`config.mk`:
```
export PLATFORM = sky130hd
export DESIGN_NAME = sprite_mover_plotter
export DESIGN_NICKNAME = d
export VERILOG_FILES = /design/src/rtl/sprite_mover_plotter.sv
export SDC_FILE = /design/constraint.sdc
export NUM_CORES = 1
export LEC_CHECK = 0
export BUFFER_PORTS_ARGS = -buffer_cell sky130_fd_sc_hd__buf_2
export CORE_AREA = 2 2 93 95
export CTS_CLUSTER_DIAMETER = 100
export DETAILED_ROUTE_END_ITERATION = 12
export DIE_AREA = 0 0 95 97
export GPL_TIMING_DRIVEN = 0
export PLACE_DENSITY = 0.67
export SLEW_MARGIN = 5
export SYNTH_ARGS = -nofsm -noshare
export SYNTH_HDL_FRONTEND = slang
export SYNTH_SLANG_ARGS = --single-unit
export TNS_END_PERCENT = 5
```
`constraint.sdc`:
```
create_clock -name clk -period 2.5 [get_ports clk]
set_clock_uncertainty 0.15 [all_clocks]
set_input_delay 0.5 -clock clk [delete_from_list [all_inputs] [get_ports clk]]
set_output_delay 0.5 -clock clk [all_outputs]
set_load 0.03 [all_outputs]
```
`src/rtl/sprite_mover_plotter.sv`:
```
// Purpose : player-sprite engine; keeps the sprite origin, applies a clamped
//           left/right move, erases the old image and redraws from a sprite ROM.
// Latency : draw-only update done N+1 cycles after start, 2N+2 with erase; one pixel per clock.
// Backpressure: none downstream (VGA write port always accepts); start is ignored while busy.
//
// Ports:
//   clk, resetn            clock, synchronous active-low reset
//   start                  request one update (sampled only in IDLE)
//   move_req, move_dir     move this update; 0 = left, 1 = right (sampled with start)
//   rom_addr / rom_data    sprite ROM, row-major address, data 1 cycle after address
//   x_out, y_out,
//   colour_out, plot_out   VGA write port
//   x_pos                  current sprite origin x
//   busy, done             busy outside IDLE; done pulses for one cycle at the end
module sprite_mover_plotter #(
    parameter int         SPR_W     = 28,
    parameter int         SPR_H     = 20,
    parameter int         X_W       = 9,
    parameter int         Y_W       = 8,
    parameter int         A_W       = 10,
    parameter int         STEP      = 1,
    parameter int         X_MIN     = 0,
    parameter int         X_MAX     = 292,
    parameter int         X_INIT    = 146,
    parameter int         Y_POS     = 200,
    parameter logic [2:0] BG_COLOUR = 3'b000,
    parameter int         ERASE_EN  = 1
) (
    input  logic           clk,
    input  logic           resetn,
    input  logic           start,
    input  logic           move_req,
    input  logic           move_dir,
    output logic [A_W-1:0] rom_addr,
    input  logic [2:0]     rom_data,
    output logic [X_W-1:0] x_out,
    output logic [Y_W-1:0] y_out,
    output logic [2:0]     colour_out,
    output logic           plot_out,
    output logic [X_W-1:0] x_pos,
    output logic           busy,
    output logic           done
);

    localparam int N  = SPR_W * SPR_H;
    localparam int CW = (SPR_W > 1) ? $clog2(SPR_W) : 1;
    localparam int RW = (SPR_H > 1) ? $clog2(SPR_H) : 1;

    localparam logic [A_W-1:0] LAST_ADDR = A_W'(N - 1);
    localparam logic [CW-1:0]  LAST_COL  = CW'(SPR_W - 1);

    typedef enum logic [2:0] {
        S_IDLE,
        S_ERASE,
        S_MOVE,
        S_DRAW,
        S_DONE
    } state_t;

    state_t          state_q, state_d;
    logic [X_W-1:0]  x_pos_q, x_pos_d;
    logic [X_W-1:0]  x_next_q, x_next_d;
    logic [CW-1:0]   col_q, col_d;
    logic [RW-1:0]   row_q, row_d;
    logic [A_W-1:0]  addr_q, addr_d;

    // Pixel pipeline stage: one cycle behind the counters so it lines up with rom_data.
    logic            plot_q;
    logic            erase_pix_q;
    logic [X_W-1:0]  x_out_q;
    logic [Y_W-1:0]  y_out_q;

    // Clamped candidate position. Left move compares before subtracting so a
    // position near X_MIN never wraps to the top of the coordinate range.
    logic [X_W:0]    x_ext;
    logic [X_W:0]    right_sum;
    logic [X_W-1:0]  x_right;
    logic [X_W-1:0]  x_left;
    logic [X_W-1:0]  x_cand;
    logic            moving;
    logic            in_pass;
    logic            last_pix;

    always_comb begin
        x_ext     = {1'b0, x_pos_q};
        right_sum = x_ext + (X_W+1)'(STEP);
        x_right   = (right_sum > (X_W+1)'(X_MAX)) ? X_W'(X_MAX) : right_sum[X_W-1:0];
        x_left    = (x_ext >= (X_W+1)'(X_MIN + STEP)) ? (x_pos_q - X_W'(STEP)) : X_W'(X_MIN);
        x_cand    = move_dir ? x_right : x_left;
        // A clamped move that lands on the current position is treated as no move.
        moving    = move_req && (x_cand != x_pos_q);
    end

    assign in_pass  = (state_q == S_ERASE) || (state_q == S_DRAW);
    assign last_pix = (addr_q == LAST_ADDR);

    // Next-state and counter logic
    always_comb begin
        state_d  = state_q;
        x_pos_d  = x_pos_q;
        x_next_d = x_next_q;
        col_d    = col_q;
        row_d    = row_q;
        addr_d   = addr_q;

        case (state_q)
            S_IDLE: begin
                if (start) begin
                    x_next_d = x_cand;
                    if (moving && (ERASE_EN != 0)) begin
                        state_d = S_ERASE;
                    end else if (moving) begin
                        state_d = S_MOVE;
                    end else begin
                        state_d = S_DRAW;
                    end
                end
            end

            S_ERASE, S_DRAW: begin
                if (last_pix) begin
                    col_d   = '0;
                    row_d   = '0;
                    addr_d  = '0;
                    state_d = (state_q == S_ERASE) ? S_MOVE : S_DONE;
                end else begin
                    addr_d = addr_q + 1'b1;
                    if (col_q == LAST_COL) begin
                        col_d = '0;
                        row_d = row_q + 1'b1;
                    end else begin
                        col_d = col_q + 1'b1;
                    end
                end
            end

            S_MOVE: begin
                x_pos_d = x_next_q;
                state_d = S_DRAW;
            end

            S_DONE: begin
                state_d = S_IDLE;
            end

            default: begin
                state_d = S_IDLE;
            end
        endcase
    end

    always_ff @(posedge clk) begin
        if (!resetn) begin
            state_q  <= S_IDLE;
            x_pos_q  <= X_W'(X_INIT);
            x_next_q <= X_W'(X_INIT);
            col_q    <= '0;
            row_q    <= '0;
            addr_q   <= '0;
        end else begin
            state_q  <= state_d;
            x_pos_q  <= x_pos_d;
            x_next_q <= x_next_d;
            col_q    <= col_d;
            row_q    <= row_d;
            addr_q   <= addr_d;
        end
    end

    // Coordinates are captured in the address cycle using the x_pos of that
    // cycle, so the final erase pixel (plotted during MOVE) still uses the old origin.
    always_ff @(posedge clk) begin
        if (!resetn) begin
            plot_q      <= 1'b0;
            erase_pix_q <= 1'b0;
            x_out_q     <= '0;
            y_out_q     <= '0;
        end else begin
            plot_q      <= in_pass;
            erase_pix_q <= (state_q == S_ERASE);
            x_out_q     <= in_pass ? (x_pos_q + X_W'(col_q)) : '0;
            y_out_q     <= in_pass ? (Y_W'(Y_POS) + Y_W'(row_q)) : '0;
        end
    end

    assign rom_addr   = addr_q;
    assign x_out      = x_out_q;
    assign y_out      = y_out_q;
    assign plot_out   = plot_q;
    // rom_data arrives one cycle after rom_addr, i.e. in the plot cycle itself.
    assign colour_out = plot_q ? (erase_pix_q ? BG_COLOUR : rom_data) : 3'b000;
    assign x_pos      = x_pos_q;
    assign busy       = (state_q != S_IDLE);
    assign done       = (state_q == S_DONE);

endmodule

```
# Yosys cells after proc, flatten, opt, wreduce, memory -nomap -nowiden
# Cells that the tools add are included.
[totals] regBits=60 inputBits=8 output_inout_bits=42 wordCells=53
[op_classes] add_sub_neg=7 magnitude_cmp=2 eq_ne=9 mux=15 n_reduce_logical=10
[op_table] cell="9-bit two-way mux" n=3
[op_table] cell="5-bit two-way mux" n=4
[op_table] cell="3-bit two-way mux" n=5
[op_table] cell="10-bit by 1-bit adder with 10-bit output, second input constant" n=1
[op_table] cell="5-bit by 1-bit adder with 5-bit output, second input constant" n=2
[op_table] cell="9-bit by 1-bit adder with 10-bit output, second input constant" n=1
[op_table] cell="10-bit == test, second input constant" n=1
[op_table] cell="10-bit by 9-bit > comparator with 1-bit output, second input constant" n=1
[op_table] cell="10-bit two-way mux" n=1
[op_table] cell="9-bit by 5-bit adder with 9-bit output" n=1
[op_table] cell="9-bit by 1-bit greater-or-equal comparator with 1-bit output, second input constant" n=1
[op_table] cell="9-bit inequality test" n=1
[op_table] cell="3-bit case mux with 3 select lines" n=1
[op_table] cell="9-bit by 1-bit subtractor with 9-bit output, second input constant" n=1
[op_table] cell="7-bit by 6-bit adder with 8-bit output, first input constant" n=1
[op_table] cell="2-bit AND reduction" n=4
[op_table] cell="3-bit by 2-bit == test with 1-bit output, second input constant" n=2
[op_table] cell="5-bit == test, second input constant" n=1
[op_table] cell="2-bit inequality test, second input constant" n=2
[op_table] cell="3-bit by 1-bit == test with 1-bit output, second input constant" n=1
[op_table] cell="3-bit == test, second input constant" n=1
[op_table] cell="3-bit logical NOT" n=1
[op_table] cell="3-bit nonzero test" n=1
[op_table] cell="2-bit two-way mux" n=1
[op_table] cell="4 further kinds" n=4

# Depth between registers and ports, before layout
# Gate-level depths: netlist of run 1.
[depth] ltp_word=9 ltp_mapped=10 depth_no_buf=10

# Worst setup path after synthesis of run 1
# OpenSTA, ideal clock, no wires.
[synth_path] path_type="flip-flop to flip-flop" from="register x_pos_q[1] (netlist: x_pos[1])" to="register x_next_q[3]" setup_ns=0.060 arrival_time_ns=2.495 required_time_ns=2.290 slack_ns=-0.204 path_stages_with_launch=10 n_path_buf=1 period_less_slack_ns=2.704 path_cell_list="dfxtp_1 > ha_1 > buf_4 > a21bo_2 > or3_4 > a31o_4 > a22oi_4 > nand2_2 > o31ai_1 > and2_1"
[synth_via] elab_chain_cells=4 word_cells_on_any_way=7 classes_between="2 x add/sub; 2 x order compare; 3 x mux"
[synth_lines] element="start, declared" line="61" rtl="logic [X_W-1:0] x_pos_q, x_pos_d;"
[synth_lines] element="start signal, assigned" line="155" rtl="x_pos_q <= X_W'(X_INIT);"
[synth_lines] element="start signal, assigned" line="162" rtl="x_pos_q <= x_pos_d;"
[synth_lines] element="9-bit by 1-bit adder with 10-bit output" line="86" rtl="right_sum = x_ext + (X_W+1)'(STEP);"
[synth_lines] element="10-bit by 9-bit > comparator with 1-bit output" line="87" rtl="x_right = (right_sum > (X_W+1)'(X_MAX)) ? X_W'(X_MAX) : right_sum[X_W-1:0];"
[synth_lines] element="9-bit two-way mux" line="87"
[synth_lines] element="9-bit two-way mux *" line="89" rtl="x_cand = move_dir ? x_right : x_left;"
[synth_lines] element="end signal, assigned" line="156" rtl="x_next_q <= X_W'(X_INIT);"
[synth_lines] element="end signal, assigned" line="163" rtl="x_next_q <= x_next_d;"
[synth_lines] element="end, declared" line="62" rtl="logic [X_W-1:0] x_next_q, x_next_d;"
# Every way passes the cells marked *; elsewhere a longest branch is shown, timed or not.
# A chain may end at the register's enable or synchronous reset.

# Worst setup path in the final report of run 1
[layout_path] from="register x_pos_q[1] (netlist: x_pos[1])" to="register x_next_q[8]"
# The elaborated chain is that of the path after synthesis.

==> results of run 1 <==
-- logic make-up after synthesis --
| family | synth area share |
|---|---|
| AO/OA/AOI/OAI | 0.179 |
| buffers and inverters | 0.0501 |
| adder cells (fa/ha/maj) | 0.0567 |
| AND/OR/NAND/NOR | 0.285 |
| flip-flops | 0.367 |
| XOR/XNOR | 0.0625 |
-- sequential cells by signal, summed over array words and instances, names as in the netlist --
name	flops
x_out	9
row_q	5
state_q	3
x_next_q	9
col_q	5
plot_out	1
y_out	7
erase_pix_q	1
x_pos	9
rom_addr	10
-- worst max-delay path, stage by stage, from the launching register on --
cell and delay, ns:
dfxtp_4 0.40, clkinvlp_4 0.14, ha_4 0.15, or3b_4 0.37
or3_4 0.35, or4_4 0.47, a21oi_4 0.17, a31oi_2 0.06
o31ai_2 0.19, and2_1 0.14
-- routing by layer --
metal / part of all wire / global-route usage / up-vias / wire (µm)
met5: 0 / 0 / - / 0
met4: 0.025 / 0.0792 / 0 / 205
met3: 0.056 / 0.0312 / 18 / 467
met2: 0.46 / 0.294 / 104 / 3820
met1: 0.46 / 0.250 / 1388 / 3850
li1: - / - / 1492 / -
-- cell usage after synthesis (all sizes together) (8+ instances only) --
library cell and count:
xnor2 10, and2 12, nor2b 9, clkbuf 17, and3 10, nand2 48, buf 8, nor2 39
ha 13, dfxtp 59, nor3 14, xor2 13, nand4 13, a21boi 12, inv 13, nand3 10
o21ai 11, a21oi 13
-- final timing paths --
path / cells past startpoint / endpoint
worst min-delay path: 2 / x_pos[0]
worst max-delay path: 9 / x_next_q[8]
worst min register to register: 2 / x_pos[0]
worst max register to register: 9 / x_next_q[8]
-- area by class of cell --
type,count,area (µm²),share of cell area
clock inverters,3,90.1,0.0223
clock buffers,13,180,0.0447
multi-input cells,290,1950,0.483
repair buffers,58,318,0.0788
well taps,105,131,0.0326
plain buffers,25,123,0.0304
flip-flops and latches,59,1190,0.295
inverters,13,55.1,0.0136
-- through the flow --
step	power (µW)	TNS, ns	cells	hold slack (ns)	instance area (µm²)
after floorplan	1270	-0.0355	387	0.280	3230
after global placement	1360	-1.10	539	0.292	3590
after detailed placement	1370	-1.25	539	0.298	3590
after CTS	2540	-0.620	560	0.309	3950
after global routing	2640	-1.27	566	0.348	4030
final	2540	-0.448	566	0.308	4030
-- power by group through the flow --
stage	logic [µW]	registers, µW	clock network (µW)
floorplan	210	1060	0
global placement	329	1030	0
detailed placement	332	1040	0
CTS	351	1010	1170
global route	410	1020	1220
finish	374	1010	1160
-- timing repair --
item | in CTS | in global routing
buffers inserted | 5 | 6
endpoints found under the setup margin | 7 | 9
pin swaps | 4 | 6
gates resized for setup | 12 | 7
hold endpoints to repair | 0 | 0
==> impl_results.md, run 1 <==
* Starting Density at 0.396
* IO Count at 50
* GRT Util Overall at 0.186
* Synth top area share at 0.367
* Setup CP Type: flip-flop to flip-flop
* Fill count at 788
* DRC violations left at 0
* Leakage at between 0.0015 and 0.002 µW
* Vias in the first global route at 2765
* Mapped Cells at 387
* Share of cells above drive strength 1 at 0.226
* Gr ovfl total at 0
* Worst Path Max Fanout at 9
* Post-synth EDFFs at 0
* Synth async-reset ratio at 0
* Final Critical Period at 2.65 ns
* Min-Delay Startpoint: x_next_q[0]
* Die Footprint at ~9200 µm²
* Final core utilization at 0.496
* Diodes inserted at 0
* Synth-to-Final Area Change at 25.3%
* Initial antenna violation count at 0
* YS warnings at 0
* Htree depth at 3
* Cts bufs inserted at 9
* Largest net degree at the start of global routing at 12
* Clock Tree Root: clkbuf_8
* Wirelength per Cell at between 10 and 15 µm
* RSZ-0062 raised after global routing: true
* Final setup violation count at 4
* Row count at 33
* Arr. time, crit path at between 2 and 3 ns
* Sequential share of the synthesized area at 0.367
* First-pass GRT wire length at 13400 µm
* Core Area at 8130 µm²
* Hpwl dp at 5910 µm
* Drt initial violations at 255
* Combinational Power Share at 0.147
* Vias at 3002
* Switching share of total power at 0.255
* Setup slack, reg-to-reg at -0.15 ns
* Status: finished with violations
* Final WS setup at -0.147 ns
* Cts hold-fix bufs at 0
* Clk Latency, worst-skew pair at 0.34 ns
* Critical path launch point type: flip-flop
* Commonest non-fill, non-tap cell in the layout: dfxtp_1
* Count of input and output buffers at 47
* Synth Area per Inst at 8.32 µm²
* FF+latch count, synth at 59
* First-pass DRT Iterations at 5
* Synth Cell Area at 3220 µm²
* Worst r2r src: x_pos[1]
* Antenna viol nets, final at 0
* Switch Pwr at 649 µW
* Netlist cell types at a little under 60
* Post-synth top area cell: dfxtp_1
* Final Max Slew Viols at 0
* Req. time, crit path at 2.64 ns
* Violated checks: setup timing
* Worst slew margin at 0.585
* DR vias/cell at 5.30
* Clock tree buffer depth at 2
* Routed WL at 8340 µm
* Fmax achieved at roughly 380 MHz
* Max Cap Viol at 0
* Worst-path clk slew at 0.07 ns
* Clock network fraction of total power at 0.454
* Net Count, Synth at slightly above 400
* Area contributors post-synth: dfxtp_1 37%, nand2_1 5.5%, ha_1 5.1%, nor2_1 4.5%, xor2_1 3.5%
* Pwr Density at 630 nW/µm²
* CTS sink cnt at 59
* Internal power at 1890 µW
* Hold/Removal Path Class: flip-flop to flip-flop
* Crit share post-route at 1.06
* Worst-Margin Slew at 0.618 ns
* Die Wd at ~95 µm
* Die Y-Extent at 97 µm
* Primary FF master, synth: dfxtp_1
* Fin nets at 478
* Critical Path Source: x_pos[1]
* Routability cong. at 0.902
* Final hold vios at 0
* Peak VDD IR at 0.248 mV
* Worst setup EP type: flip-flop
* DP Worst Slack at -0.401 ns
* Flop pwr share at 0.399
* CTS tree: built
* Commonest cells after routing, fill and taps aside: 57 x dfxtp_1, 49 x buf_2, 47 x nand2_1, 39 x nor2_1, 18 x clkbuf_1
Power figures use the tool's default switching activity.
==> run 2: changes to the inputs <==
--- a/config.mk
+++ b/config.mk
@@ -6,11 +6,12 @@
 export NUM_CORES = 1
 export LEC_CHECK = 0
 export BUFFER_PORTS_ARGS = -buffer_cell sky130_fd_sc_hd__buf_2
-export CORE_AREA = 2 2 93 95
+export CORE_AREA = 2 2 71 124
 export CTS_CLUSTER_DIAMETER = 100
 export DETAILED_ROUTE_END_ITERATION = 12
-export DIE_AREA = 0 0 95 97
+export DIE_AREA = 0 0 73 126
 export GPL_TIMING_DRIVEN = 0
+export HOLD_SLACK_MARGIN = 0.06
 export PLACE_DENSITY = 0.67
 export SLEW_MARGIN = 5
 export SYNTH_ARGS = -nofsm -noshare
==> impl_results.md, run 2 (same netlist as run 1, synthesis figures left out) <==
* RSZ-0062 raised after global routing: true (unchanged)
* Routability cong. at 0.942 (was 0.902)
* CTS tree: built (unchanged)
* Clk Latency, worst-skew pair at 0.32 ns (was 0.34 ns)
* IO Count at 50 (unchanged)
* Core Area at 8200 µm² (was 8130 µm²)
* Commonest non-fill, non-tap cell in the layout: dfxtp_1 (unchanged)
* Fin nets at 475 (was 478)
* Clock tree buffer depth at 2 (unchanged)
* Pwr Density at 625 nW/µm² (was 630 nW/µm²)
* Violated checks: setup timing (unchanged)
* Diodes inserted at 0 (unchanged)
* Fill count at 798 (was 788)
* Count of input and output buffers at 47 (unchanged)
* Hold/Removal Path Class: flip-flop to flip-flop (unchanged)
* Overall Power at 2480 µW (was 2540 µW)
* Inst Count DP at 526 (was 539)
* Synth-to-Final Area Change at 23.3% (was 25.3%)
* Initial antenna violation count at 0 (unchanged)
* DR vias/cell at 5.60 (was 5.30)
* Gr ovfl total at 0 (unchanged)
* First-pass GRT wire length at 14500 µm (was 13400 µm)
* Crit share post-route at 1.04 (was 1.06)
* Htree depth at 3 (unchanged)
* Cts hold-fix bufs at 0 (unchanged)
* Largest net degree at the start of global routing at 12 (unchanged)
* Routed WL at 9110 µm (was 8340 µm)
* Grt met3 use at 0.0368 (was 0.0312)
* DRC violations left at 0 (unchanged)
* Worst Path Max Fanout at 9 (unchanged)
* Setup CP Type: flip-flop to flip-flop (unchanged)
* Clock Tree Root: clkbuf_16 (was clkbuf_8)
* Final instance area at 3970 µm² (was 4030 µm²)
* Row count at 44 (was 33)
* First-pass DRT Iterations at 5 (unchanged)
* CTS sink cnt at 59 (unchanged)
* Final hold vios at 0 (unchanged)
* Critical path launch point type: flip-flop (unchanged)
* Drt initial violations at 127 (was 255)
* Max Cap Viol at 0 (unchanged)
* Worst setup EP type: flip-flop (unchanged)
* GRT met1 Usage at 0.190 (was 0.250)
* Worst-Margin Slew at 0.616 ns (was 0.618 ns)
* Fmax achieved at 385 MHz (was 378 MHz)
* Final WS setup at -0.0967 ns (was -0.147 ns)
* Peak VDD IR at 0.458 mV (was 0.248 mV)
* Final Max Slew Viols at 0 (unchanged)
* Final core utilization at 0.484 (was 0.496)
* Max reg flops at 10 (unchanged)
* Fin cells at 550 (was 566)
* Share of cells above drive strength 1 at 0.218 (was 0.226)
* M2 GR Usage at 0.370 (was 0.294)
* Arr. time, crit path at 2.71 ns (was 2.78 ns)
* Final setup violation count at 4 (unchanged)
* Final Critical Period at 2.60 ns (was 2.65 ns)
* Worst-path clk slew at 0.05 ns (was 0.07 ns)
* Die Y-Extent at 126 µm (was 97 µm)
* Vias at 3079 (was 3002)
* Leakage at 0.00172 µW (was 0.00174 µW)
* Vias in the first global route at 3036 (was 2765)
* Wirelength per Cell at 16.6 µm (was 14.7 µm)
* Worst slew margin at 0.586 (was 0.585)
* Starting Density at 0.393 (was 0.396)
* Die Footprint at 9200 µm² (was 9220 µm²)
* Antenna viol nets, final at 0 (unchanged)
* Placed inst area at 3580 µm² (was 3590 µm²)
* Grt peak-use layer: met2 (unchanged)
* GRT Util Overall at 0.206 (was 0.186)
* Setup TNS at -0.241 ns (was -0.448 ns)
* Commonest cells after routing, fill and taps aside: 57 x dfxtp_1, 49 x buf_2, 47 x nand2_1, 39 x nor2_1, 17 x clkbuf_1 (was 57 x dfxtp_1, 49 x buf_2, 47 x nand2_1, 39 x nor2_1, 18 x clkbuf_1)
* Cts bufs inserted at 9 (unchanged)
* Hpwl dp at 6880 µm (was 5910 µm)
* Req. time, crit path at 2.62 ns (was 2.64 ns)
* Die Wd at 73 µm (was 95 µm)
* Status: finished with violations (unchanged)
==> run 2: changes by cell type in the layout (fill, tap and decap cells not counted), moves of 2 or more <==
| cell | delta |
|---|---|
| clkinv_2 | +2 |
| clkbuf_8 | -11 |
| buf_4 | -4 |
| bufinv_16 | -3 |
| clkinv_4 | +2 |
| clkbuf_16 | +8 |
==> run 2: critical path: stages (launching register included) <==
cell and delay [ns]:
dfxtp_4 0.36, buf_6 0.14, inv_4 0.06, ha_4 0.13, or3b_4 0.37, or3_4 0.35
or4_4 0.43, a21oi_2 0.14, a31oi_1 0.05, o31ai_1 0.19, and2_1 0.15
==> run 2: layout make-up <==
| cell class | instances | area [µm²] | share of cell area |
|---|---|---|---|
| Inverter | 13 | 53.8 | 0.0136 |
| Clock inverter | 6 | 42.5 | 0.0107 |
| Buffer | 25 | 126 | 0.0318 |
| Multi-Input combinational cell | 290 | 1920 | 0.484 |
| Tap cell | 92 | 115 | 0.0290 |
| Sequential cell | 59 | 1190 | 0.299 |
| Clock buffer | 10 | 229 | 0.0577 |
| Timing Repair Buffer | 55 | 293 | 0.0737 |
==> run 2: stage by stage <==
step	worst slack [ns]	hold slack (ns)
floorplan	-0.0243	0.280
global placement	-0.283	0.293
detailed placement	-0.296	0.292
CTS	-0.108	0.299
global route	-0.174	0.345
finish	-0.0967	0.298
==> run 2: metal layers <==
metal	share of wire	wire, µm
met1	0.35	3170
met2	0.54	4920
met3	0.036	326
met4	0.076	690
met5	0	0
==> run 2: repair_timing <==
action,CTS,global route
buffers inserted,3,5
endpoints found under the setup margin,7,7
cloned,0,0
pin swaps,3,2
gates resized for setup,12,7
==> run 2: path summary, 6_finish.rpt <==
check | cells after the start | startpoint | endpoint | slack, ns
min reg2reg | 2 | x_next_q[6] | x_next_q[6] | 0.30
min | 2 | x_next_q[6] | x_next_q[6] | 0.30
max reg2reg | 10 | x_pos[0] | x_next_q[8] | -0.1
max | 10 | x_pos[0] | x_next_q[8] | -0.1
==> run 2: power breakdown <==
group	internal [µW]	total [µW]	leakage [µW]	switching [µW]
combinational	131	374	0.00111	242
sequential	980	1010	0.000480	34.3
clock	668	1090	0.000128	427
==> run 3: changes to the inputs <==
--- a/config.mk
+++ b/config.mk
@@ -5,11 +5,12 @@
 export SDC_FILE = /design/constraint.sdc
 export NUM_CORES = 1
 export LEC_CHECK = 0
+export ABC_AREA = 1
 export BUFFER_PORTS_ARGS = -buffer_cell sky130_fd_sc_hd__buf_2
-export CORE_AREA = 2 2 71 124
+export CORE_AREA = 2 2 71 123
 export CTS_CLUSTER_DIAMETER = 100
 export DETAILED_ROUTE_END_ITERATION = 12
-export DIE_AREA = 0 0 73 126
+export DIE_AREA = 0 0 73 125
 export GPL_TIMING_DRIVEN = 0
 export HOLD_SLACK_MARGIN = 0.06
 export PLACE_DENSITY = 0.67
==> impl_results.md, run 3 <==
* YS warnings at 0 (unchanged)
* Synth Area per Inst at 6.99 µm² (was 8.32 µm²)
* Hold Crit Depth at 1 (was 2)
* Critical-path cell list: buf_6 -> nand2_2 -> nor2_2 -> buf_4 -> nand4_1 -> nand3b_1 -> nand3_2 -> xor2_1 -> nand3_1 -> nor2_1 -> nand2_1 -> nand2_1 -> nand2_1 -> nand2_1 -> nand2_1 -> a21oi_2 (was buf_6 -> inv_4 -> ha_4 -> or3b_4 -> or3_4 -> or4_4 -> a21oi_2 -> a31oi_1 -> o31ai_1 -> and2_1)
* Switching share of total power at 0.297 (was 0.283)
* CTS tree: built (unchanged)
* Share of cells above drive strength 1 at 0.221 (was 0.218)
* Commonest cells after routing, fill and taps aside: 82 x nand2_1, 55 x inv_1, 55 x nor2_1, 53 x dfxtp_1, 52 x buf_2 (was 57 x dfxtp_1, 49 x buf_2, 47 x nand2_1, 39 x nor2_1, 17 x clkbuf_1)
* Commonest cells post-synth: 85 x nand2_1, 59 x dfxtp_1, 57 x inv_1, 57 x nor2_1, 39 x a21oi_1 (was 59 x dfxtp_1, 47 x nand2_1, 39 x nor2_1)
* Vias at 3268 (was 3079)
* Critical R2R Capture: state_q[1] (was x_next_q[8])
* Worst slew margin at 0.593 (was 0.586)
* Diodes inserted at 0 (unchanged)
* Antenna viol nets, final at 0 (unchanged)
* Clk Latency, worst-skew pair at 0.33 ns (was 0.32 ns)
* DR vias/cell at 5.26 (was 5.60)
* Max reg flops at 10 (unchanged)
* Core Area at 8200 µm² (unchanged)
* Clock network fraction of total power at 0.461 (was 0.441)
* Largest net degree at the start of global routing at 13 (was 12)
* Clock Tree Root: clkbuf_16 (unchanged)
* Fill count at 809 (was 798)
* Vias in the first global route at 3088 (was 3036)
* Die Wd at 73 µm (unchanged)
* IO Count at 50 (unchanged)
* Crit path buffers/inverters at 2 (unchanged)
* Status: finished clean (was finished with violations)
* Commonest non-fill, non-tap cell in the layout: nand2_1 (was dfxtp_1)
* RSZ-0062 raised after global routing: true (unchanged)
* Mapped Cells at 454 (was 387)
* Final Max Slew Viols at 0 (unchanged)
* Crit path max-delay family: simple AND/OR/NAND/NOR gates (unchanged)
* Primary FF master, synth: dfxtp_1 (unchanged)
* Final core utilization at 0.490 (was 0.484)
* Netlist cell types at 37 (was 59)
* Met3 Wirelength at 331 µm (was 326 µm)
* Routability cong. at 0.908 (was 0.942)
* Met2 Wirelength at 4770 µm (was 4920 µm)
* Die Y-Extent at 125 µm (was 126 µm)
* Synth-to-Final Area Change at 26.6% (was 23.3%)
* Starting Density at 0.387 (was 0.393)
* Combinational Power Share at 0.198 (was 0.151)
* Min-Delay Startpoint: row_q[3] (was x_next_q[6])
* Worst-path clk slew at 0.06 ns (was 0.05 ns)
* Internal power at 2190 µW (was 1780 µW)
* Final Critical Period at 2.40 ns (was 2.60 ns)
* Peak VDD IR at 0.652 mV (was 0.458 mV)
* Crit share post-route at 0.958 (was 1.04)
* Drt initial violations at 192 (was 127)
* Pwr Density at 775 nW/µm² (was 625 nW/µm²)
* CP max stage delay at 0.34 ns (was 0.43 ns)
* Switch Pwr at 925 µW (was 703 µW)
* Final setup violation count at 0 (was 4)
* Hpwl dp at 6860 µm (was 6880 µm)
* Hold/Removal Path Class: flip-flop to flip-flop (unchanged)
* Routed WL at 9040 µm (was 9110 µm)
* Top Layer Used: met4 (unchanged)
* GRT Util Overall at 0.203 (was 0.206)
* FF+latch area at 1200 µm² (was 1190 µm²)
* Critical Path Source: x_pos[5] (was x_pos[0])
* Sequential share of the synthesized area at 0.372 (was 0.367)
* Post-synth EDFFs at 0 (unchanged)
* DRC violations left at 0 (unchanged)
* Overall Power at 3110 µW (was 2480 µW)
* Htree depth at 3 (unchanged)
* Cell mode on critical path: nand2_1
* FF+latch count, synth at 59 (unchanged)
* Worst-Margin Slew at 0.609 ns (was 0.616 ns)
* Initial antenna violation count at 0 (unchanged)
* R2R cell count at 16 (was 10)
* Req. time, crit path at 2.62 ns (about the same)
* Fin nets at 546 (was 475)
* Arr. time, crit path at 2.51 ns (was 2.71 ns)
* Worst setup EP type: flip-flop (unchanged)
* Worst hold slack at 0.311 ns (was 0.298 ns)
* CTS sink cnt at 59 (unchanged)
* Critical path launch point type: flip-flop (unchanged)
* Synth Cell Area at 3170 µm² (was 3220 µm²)
* Worst r2r src: x_pos[5] (was x_pos[0])
* Synth async-reset ratio at 0 (unchanged)
* Number of cells on the critical path at 16 (was 10)
* Final hold vios at 0 (unchanged)
* Leakage at 0.00186 µW (was 0.00172 µW)
* Net Count, Synth at 476 (was 409)
* Max Cap Viol at 0 (unchanged)
* Die Footprint at 9130 µm² (was 9200 µm²)
* Row count at 44 (unchanged)
* Hold EP: y_out[3] (was x_next_q[6])
* M1 wire length at 3210 µm (was 3170 µm)
* Crit-path slowest cell: dfxtp_2 (was or4_4)
* First-pass DRT Iterations at 4 (was 5)
* Clock tree buffer depth at 2 (unchanged)
* Fmax achieved at 417 MHz (was 385 MHz)
* Wirelength per Cell at 14.6 µm (was 16.6 µm)
* Flop pwr share at 0.341 (was 0.408)
* Area contributors post-synth: dfxtp_1 37%, nand2_1 10%, inv_1 6.7%, nor2_1 6.7%, a21oi_1 6.2% (was dfxtp_1 37%, nand2_1 5.5%, ha_1 5.1%, nor2_1 4.5%, xor2_1 3.5%)
* Area occupied by multi-input gates at 1710 µm² (was 1920 µm²)
* Synth top area share at 0.372 (was 0.367)
* Worst Path Max Fanout at 5 (was 9)
* Cts bufs inserted at 9 (unchanged)
* Gr ovfl total at 0 (unchanged)
* First-pass GRT wire length at 14100 µm (was 14500 µm)
* Count of input and output buffers at 48 (was 47)
* Post-synth top area cell: dfxtp_1 (unchanged)
* Setup slack, reg-to-reg at 0.10 ns (was -0.1 ns)
* Setup CP Type: flip-flop to flip-flop (unchanged)
* Setup TNS at 0 ns (was -0.241 ns)
* Top-count cell post-synth: nand2_1 (was dfxtp_1)
==> run 3: cell type report <==
class / instances / area share
multi-input cells: 319 / 0.425
flip-flops and latches: 59 / 0.298
repair buffers: 59 / 0.0791
inverters: 61 / 0.0589
clock buffers: 9 / 0.0561
clock inverters: 7 / 0.0312
well taps: 92 / 0.0287
plain buffers: 15 / 0.0231
==> run 3: timing repair <==
action                     in CTS  in global routing
hold buffers                    0                  0
buffers inserted                0                 10
cloned                          0                  1
setup endpoints to repair       1                  2
hold endpoints to repair        0                  0
gates resized for setup         5                 18
pin swaps                       0                  1
==> run 3: routing by layer <==
layer / vias to the layer above / global-route usage
met2: 95 / 0.352
met4: 0 / 0.160
met3: 43 / 0.0516
met1: 1505 / 0.194
li1: 1625 / -
met5: - / 0
==> run 3: how the worst max path moves through the flow <==
stage,end,slack (ns)
finish,state_q[1],0.10
global route,state_q[1],-0.13
CTS,state_q[1],0.0005
detailed placement,state_q[1],-0.18
global placement,state_q[1],-0.18
floorplan,state_q[1],0.05
==> run 3: metrics by stage <==
step           setup WS, ns  instances  cell area, µm²
6_report              0.104        621            4020
5_1_grt              -0.126        621            4020
4_1_cts            0.000515        610            3890
3_5_place_dp         -0.175        594            3530
3_3_place_gp         -0.180        594            3530
2_1_floorplan        0.0544        454            3170
==> run 3: power by group through the flow <==
| stage | Combinational (µW) | Sequential (µW) | Clock, µW |
|---|---|---|---|
| finish | 616 | 1060 | 1430 |
| global route | 686 | 1070 | 1510 |
| CTS | 572 | 1060 | 1460 |
| detailed placement | 567 | 1080 | 0 |
| global placement | 562 | 1080 | 0 |
| floorplan | 356 | 1120 | 0 |
==> run 3: worst reg2reg max path: stages (launching register included) <==
cell	delay (ns)
dfxtp_2	0.34
buf_6	0.14
nand2_2	0.10
nor2_2	0.16
buf_4	0.13
nand4_1	0.26
nand3b_1	0.21
nand3_2	0.10
xor2_1	0.14
nand3_1	0.10
nor2_1	0.13
nand2_1	0.07
nand2_1	0.06
nand2_1	0.04
nand2_1	0.06
nand2_1	0.05
a21oi_2	0.10
==> run 3: cell families (layout without fill, tap and decap cells) <==
family,Yosys count,count (layout),synth area share
and+or+nand+nor,211,211,0.301
AOI/OAI and AO/OA,84,84,0.144
buffers and inverters,76,151,0.0978
DFF,59,59,0.372
adders and majority gates,14,14,0.0576
xor gates and xnor gates,10,10,0.0276
